**config.mk**
```make
export PLATFORM = sky130hd
export DESIGN_NAME = fetch_predictor
export DESIGN_NICKNAME = d
export VERILOG_FILES = /design/src/rtl/fetch_predictor.sv
export SDC_FILE = /design/constraint.sdc
export NUM_CORES = 1
export LEC_CHECK = 0
export ABC_AREA = 1
export BUFFER_PORTS_ARGS = -buffer_cell sky130_fd_sc_hd__buf_4
export CORE_AREA = 8 8 122 124
export CTS_CLUSTER_SIZE = 8
export DETAILED_ROUTE_END_ITERATION = 8
export DIE_AREA = 0 0 130 132
export PLACE_DENSITY = 0.72
export SYNTH_ARGS = -nofsm -noshare
export SYNTH_HDL_FRONTEND = slang
export SYNTH_SLANG_ARGS = --single-unit
```
**constraint.sdc**
```tcl
create_clock -name clk -period 1.9 [get_ports clk]
set_input_delay 0.19 -clock clk [delete_from_list [all_inputs] [get_ports clk]]
set_output_delay 0.19 -clock clk [all_outputs]
set_load 0.01 [all_outputs]
```
**src/rtl/fetch_predictor.sv**
```systemverilog
// Fetch PC register with an optional fully associative BTB and per-entry history counters.
// Define FETCH_BTB_EN to build the BTB; without it the next PC is redirect > stall > PC+4.
module fetch_predictor #(
    parameter int          B_N      = 16,
    parameter int          b_h      = 2,
    parameter logic [63:0] RESET_PC = 64'h0
) (
    input  logic        clk,
    input  logic        rst,
    input  logic        StallF,
    input  logic        PCSrcE,
    input  logic [63:0] PCTargetE,
    input  logic        UpdValidE,
    input  logic        UpdTakenE,
    input  logic [63:0] UpdPCE,
    input  logic [63:0] UpdTargetE,
    output logic [63:0] PCF,
    output logic [63:0] PCNextF,
    output logic        PredTakenF
);

    logic [63:0] pc_q;
    logic [63:0] pc_next;
    logic        pred_taken;
    logic        btb_pred;
    logic [63:0] btb_target;

`ifdef FETCH_BTB_EN
    localparam int             IW       = $clog2(B_N);
    localparam logic [b_h-1:0] CTR_MAX  = '1;
    localparam logic [b_h-1:0] CTR_WEAK = b_h'(1) << (b_h - 1);

    logic [B_N-1:0] valid_q;
    logic [63:0]    bia_q [B_N];
    logic [63:0]    bta_q [B_N];
    logic [b_h-1:0] ctr_q [B_N];
    logic [IW-1:0]  rr_q;

    logic          f_hit;
    logic [IW-1:0] f_idx;
    logic          u_hit;
    logic [IW-1:0] u_idx;
    logic          any_free;
    logic [IW-1:0] free_idx;

    // Scanning from the top down leaves the lowest matching index in each result.
    always_comb begin
        f_hit    = 1'b0;
        f_idx    = '0;
        u_hit    = 1'b0;
        u_idx    = '0;
        any_free = 1'b0;
        free_idx = '0;
        for (int i = B_N - 1; i >= 0; i--) begin
            if (valid_q[i] && (bia_q[i] == pc_q)) begin
                f_hit = 1'b1;
                f_idx = IW'(i);
            end
            if (valid_q[i] && (bia_q[i] == UpdPCE)) begin
                u_hit = 1'b1;
                u_idx = IW'(i);
            end
            if (!valid_q[i]) begin
                any_free = 1'b1;
                free_idx = IW'(i);
            end
        end
    end

    assign btb_pred   = f_hit && ctr_q[f_idx][b_h-1];
    assign btb_target = bta_q[f_idx];

    logic           wr_en;
    logic           wr_valid;
    logic           wr_bia;
    logic           wr_bta;
    logic           rr_adv;
    logic [IW-1:0]  wr_idx;
    logic [b_h-1:0] wr_ctr;

    always_comb begin
        wr_en    = 1'b0;
        wr_valid = 1'b0;
        wr_bia   = 1'b0;
        wr_bta   = 1'b0;
        rr_adv   = 1'b0;
        wr_idx   = u_idx;
        wr_ctr   = ctr_q[u_idx];
        if (UpdValidE) begin
            if (u_hit) begin
                wr_en = 1'b1;
                if (UpdTakenE) begin
                    wr_valid = 1'b1;
                    wr_bta   = 1'b1;
                    wr_ctr   = (ctr_q[u_idx] == CTR_MAX) ? CTR_MAX : ctr_q[u_idx] + b_h'(1);
                end else if (ctr_q[u_idx] <= b_h'(1)) begin
                    wr_valid = 1'b0;
                    wr_ctr   = '0;
                end else begin
                    wr_valid = 1'b1;
                    wr_ctr   = ctr_q[u_idx] - b_h'(1);
                end
            end else if (UpdTakenE) begin
                wr_en    = 1'b1;
                wr_valid = 1'b1;
                wr_bia   = 1'b1;
                wr_bta   = 1'b1;
                wr_ctr   = CTR_WEAK;
                if (any_free) begin
                    wr_idx = free_idx;
                end else begin
                    wr_idx = rr_q;
                    rr_adv = 1'b1;
                end
            end
        end
    end

    always_ff @(posedge clk or posedge rst) begin
        if (rst) begin
            valid_q <= '0;
            rr_q    <= '0;
            for (int i = 0; i < B_N; i++) begin
                ctr_q[i] <= '0;
            end
        end else begin
            if (wr_en) begin
                valid_q[wr_idx] <= wr_valid;
                ctr_q[wr_idx]   <= wr_ctr;
            end
            if (rr_adv) begin
                rr_q <= rr_q + IW'(1);
            end
        end
    end

    // Tag/target payload is meaningless until Valid is set, so it carries no reset.
    always_ff @(posedge clk) begin
        if (!rst && wr_bia) begin
            bia_q[wr_idx] <= UpdPCE;
        end
        if (!rst && wr_bta) begin
            bta_q[wr_idx] <= UpdTargetE;
        end
    end
`else
    logic unused_upd;
    assign unused_upd = ^{UpdValidE, UpdTakenE, UpdPCE, UpdTargetE, 32'(B_N), 32'(b_h)};
    assign btb_pred   = 1'b0;
    assign btb_target = '0;
`endif

    always_comb begin
        pc_next    = pc_q + 64'd4;
        pred_taken = 1'b0;
        if (PCSrcE) begin
            pc_next = PCTargetE;
        end else if (StallF) begin
            pc_next = pc_q;
        end else if (btb_pred) begin
            pc_next    = btb_target;
            pred_taken = 1'b1;
        end
    end

    always_ff @(posedge clk or posedge rst) begin
        if (rst) begin
            pc_q <= RESET_PC;
        end else begin
            pc_q <= pc_next;
        end
    end

    assign PCF        = pc_q;
    assign PCNextF    = pc_next;
    assign PredTakenF = pred_taken;

endmodule

```
* Word-level counts from Yosys, hierarchy flattened
Index checks and enable logic that the tools add are counted.
** Storage, ports and cells
- Bits in registers :: 64
- Input bits :: 198
- Output and inout port bits :: 129
- Logic and storage cells :: 4
** Operators by class
- $add $sub $neg :: 1
- Mux-type cells :: 2
** Operator list (count)
- two-way mux 64 bit :: 2
- adder 64 x 3 -> 64 bit (second input constant) :: 1

* Logic depth before layout (Yosys ltp)
- Word-level depth :: 3
- Depth in mapped cells :: 11
- Mapped depth without buffers :: 11

* Least setup slack after synthesis
Ideal clock, no wire load.
- Path kind :: reg-to-output
- Start point :: register pc_q[3] (netlist: PCF[3])
- End point :: output PCNextF[24]
- Arrival :: 1.575 ns
- Data required time :: 1.710 ns
- Slack :: 0.135 ns
- Cell stages (with the launch flop) :: 9
- Path buffers :: 0
- Path through :: dfrtp_1 > ha_1 > nand2_1 > inv_1 > nand2_4 > nor2_4 > nand2_4 > xor2_1 > o21ai_0
** On the way
- Longest elaborated chain between the ends :: 3
** RTL lines
- from (decl) :: RTL line 22 : logic [63:0] pc_q;
- from (signal assigned) :: RTL line 170 : pc_q <= pc_next;
- adder 64 x 3 -> 64 bit :: RTL line 154 : pc_next = pc_q + 64'd4;
- two-way mux 64 bit :: RTL line 158 : end else if (StallF) begin
- two-way mux 64 bit :: RTL line 156 : if (PCSrcE) begin
- to (decl) :: RTL line 18 : output logic [63:0] PCNextF,
Every way passes these cells.

* Worst setup path after layout
- Start point :: register pc_q[3] (netlist: PCF[3])
- End point :: output PCNextF[19]
The elaborated chain is that of the path after synthesis.

==> metrics.md <==
| Metric | Value |
|---|---|
| Status | complete, but fails checks |
| Failing checks | negative setup slack |
| Finished Core Util | 0.619 |
| DRT antenna net count | 0 |
| DRC | 0 |
| # fillers | approximately 1100 |
| Vias/cell | between 4 and 5 |
| Layout net count | 1182 |
| Synthesized cell area | 4400 sq um |
| Tmin final | about 2.3 ns |
| HP Start | PCTargetE[45] |
| Drt total wl | slightly below 20000 microns |
| Root buffer cell | clkbuf_16 |
| Vias in the first global route | about 5600 |
| Worst Path Arrival | ~2.2 ns |
| Period utilisation layout | 1.23 |
| Cells after DPL | roughly 1100 |
| R2R cell count | 14 |
| Die Height | roughly 130 microns |
| Crit path from | PCF[3]$_DFF_PP0_ |
| DRC violation total after the first TritonRoute iteration | roughly 330 |
| Critical path type | flop to output port |
| DP HPWL | about 14000 microns |
| PD cells | just under 600 nW/um^2 |
| CTS Sinks | 64 |
| CTS tree | built |
| Cell variety after synth | 36 |
| Comb pwr share | 0.342 |
| Final Hold Viols | 0 |
| Die area | about 17000 sq um |
| Ant diodes | 0 |
| Number of synthesized register bits | 64 |
| Switching part of the total power | 0.322 |
| Leakage | about 4 nW |
| WP data required | about 1.7 ns |
| Final WS setup | -0.436 ns |
| VDD IR max | between 0.3 and 0.4 mV |
| Hold Crit Class | input port to flop |
| Net Count, Synth | 834 |
| Critical path fanouts, max | 5 |
| Final setup viols | 60 |
| Global-route wire length before repair | 28500 microns |
| Area Overhead vs Synth | 82.9% |
| Clock transition at path regs | roughly 0.05 ns |
| Reg-to-Reg End | PCF[39]$_DFF_PP0_ |
| Startpoint types | flop |
| Clk buf depth | 2 |
| Max Slew Vio Count | 0 |
| Remaining global-route overflow | 0 |
| Mux contribution to synthesized area | 0 |
| Num CTS Buffers | 9 |
| Largest family of logic cells by synthesized area | simple AND/OR/NAND/NOR gates |
| Post-synthesis sequential area ratio | 0.364 |
| Worst hold margin | ~0.07 ns |
| Clock share of power | 0.308 |
| Setup TNS | -15.51 ns |
| Fmax | 428 MHz |
| RSZ-0062 raised after global routing | true |
| Layout cells sized above 1 | 0.536 |
| RePlAce Congestion | 0.916 |
| Initial core utilization | 0.339 |
| Total vias in the final route | 5589 |
| Reg2reg start | PCF[3]$_DFF_PP0_ |
| Setup Skew | between 0.009 and 0.01 ns |
| Synth Area per Inst | around 6.9 sq um |
| GRT Total Usage | 0.215 |
| Endpoint type of the worst setup path | output port |
| Chip Width | approximately 130 microns |
| Pre-CTS setup slack | -0.0580 ns |
| Core region area | approximately 13000 sq um |
| Worst Hold Depth | 3 |
| PortBufs | roughly 200 |
| Initial antenna violation count | 0 |
| Syn. warnings | 0 |
| Clock latency on the worst-skew pair | 0.35 ns |
| Hold EP | PCF[45]$_DFF_PP0_ |
| Cells after Synth | roughly 640 |
| # IOs | roughly 330 |
| Largest net degree at the start of global routing | 93 |
| DR pass1 iterations | 5 |
| Reg-to-reg slack, setup | -0.14 ns |
| Simple logic cell fraction of the synthesized area | 0.470 |
| Sequential fraction of design power | 0.350 |
| Final std cells w/o fill | 1161 |
| Post-synthesis xor/xnor area fraction | 0.0538 |
| Wirelength per Cell | approximately 17 microns |
| Total number of H-tree levels | 3 |
| Max reg flops | 64 |
| Post-synthesis adder-cell area fraction | 0.00285 |
| Switching power total | 1.51 mW |
| Row count | 42 |
| Synth Area in Compound Gates | 0.0455 |
| Maxcap violations | 0 |
| Int Pwr | ~3.2 mW |
## synthesized netlist by cell type (all sizes together)
library cell  instances  area [sq um]
a21oi                 2          10.0
and2                  2          13.8
and3b                 1          10.0
buf                   5          28.8
clkbuf                9          43.8
clkinv                1          3.75
conb                  1          3.75
dfrtp                64          1600
ha                    1          12.5
inv                  53           199
nand2               239           967
nand3                71           380
nand3b                1          7.51
nand4                15          93.8
nor2                 94           504
nor3                  7          46.3
o21ai                29           145
o21bai                5          37.5
o31ai                 1          7.51
or2                   7          43.8
xnor2                 8          70.1
xor2                 19           166
## cells in the final DEF, fill, tap and decap left out, types with 17 or more instances in the layout
master and n:
nor2_1 34, nand3_2 22, inv_1 45, nor2_4 33
o21ai_1 23, nand2_1 188, nand3_1 48, buf_6 24
buf_4 322, nand2_2 37, xor2_1 17, dfrtp_1 57
nor2_2 26
## per-stage QoR
step / instance area (sq um) / total power, mW
after floorplan: 4400 / 2.15
after global placement: 6620 / 2.93
after detailed placement: 6620 / 2.95
after CTS: 7530 / 4.57
after global routing: 8040 / 4.94
final: 8040 / 4.70
## power by group through the flow
stage                     registers (mW)  logic (mW)  clock network [mW]
final                               1.64        1.60                1.45
after global routing                1.66        1.73                1.55
after CTS                           1.63        1.46                1.47
after detailed placement            1.66        1.29                   0
after global placement              1.65        1.28                   0
after floorplan                     1.71       0.442                   0
## timing repair
action / 4_1_cts / 5_1_grt
gates cloned: 0 / 0
hold buffers: 1 / 0
buffers inserted: 44 / 44
pin swaps: 42 / 58
gates resized for setup: 91 / 96
endpoints found under the hold margin: 64 / 0
endpoints found under the setup margin: 58 / 62
## final cells by class
cell class	count	area [sq um]	share of cell area
Multi-Input combinational cell	503	2990	0.371
Timing Repair Buffer	351	2780	0.345
Sequential cell	64	1610	0.200
Clock buffer	11	233	0.0289
Tap cell	176	220	0.0274
Inverter	54	203	0.0252
Clock inverter	2	10.0	0.00124
## how the worst max path moves through the flow
stage,cells after the start,endpoint,slack [ns]
floorplan,1,PCF[0]$_DFF_PP0_,0.11
global placement,11,PCNextF[60],-0.02
detailed placement,11,PCNextF[60],-0.06
CTS,12,PCNextF[54],-0.33
global route,10,PCNextF[19],-0.51
finish,10,PCNextF[19],-0.44
## layer usage
metal	vias up	global-route usage	wire length, microns
met4	0	0.0949	565
met1	2631	0.253	7560
li1	2718	-	-
met3	41	0.0595	1540
met5	-	0	0
met2	199	0.354	9600
## worst max-delay path: stages (launching register included)
cell     delay (ns)
dfrtp_1        0.36
buf_6          0.11
nand2_4        0.05
nor2_4         0.17
nand2_4        0.09
nor2_8         0.22
buf_4          0.15
nand3_1        0.07
xor2_1         0.15
o21ai_1        0.23
buf_4          0.18
## cells by family after synthesis
kind of cell / count (synthesis)
flip-flops: 64
AO/OA/AOI/OAI: 37
AND/OR/NAND/NOR: 437
XOR/XNOR: 27
buffers and inverters: 68
other: 1
adder cells (fa/ha/maj): 1
(Power assumes the default switching activity.)
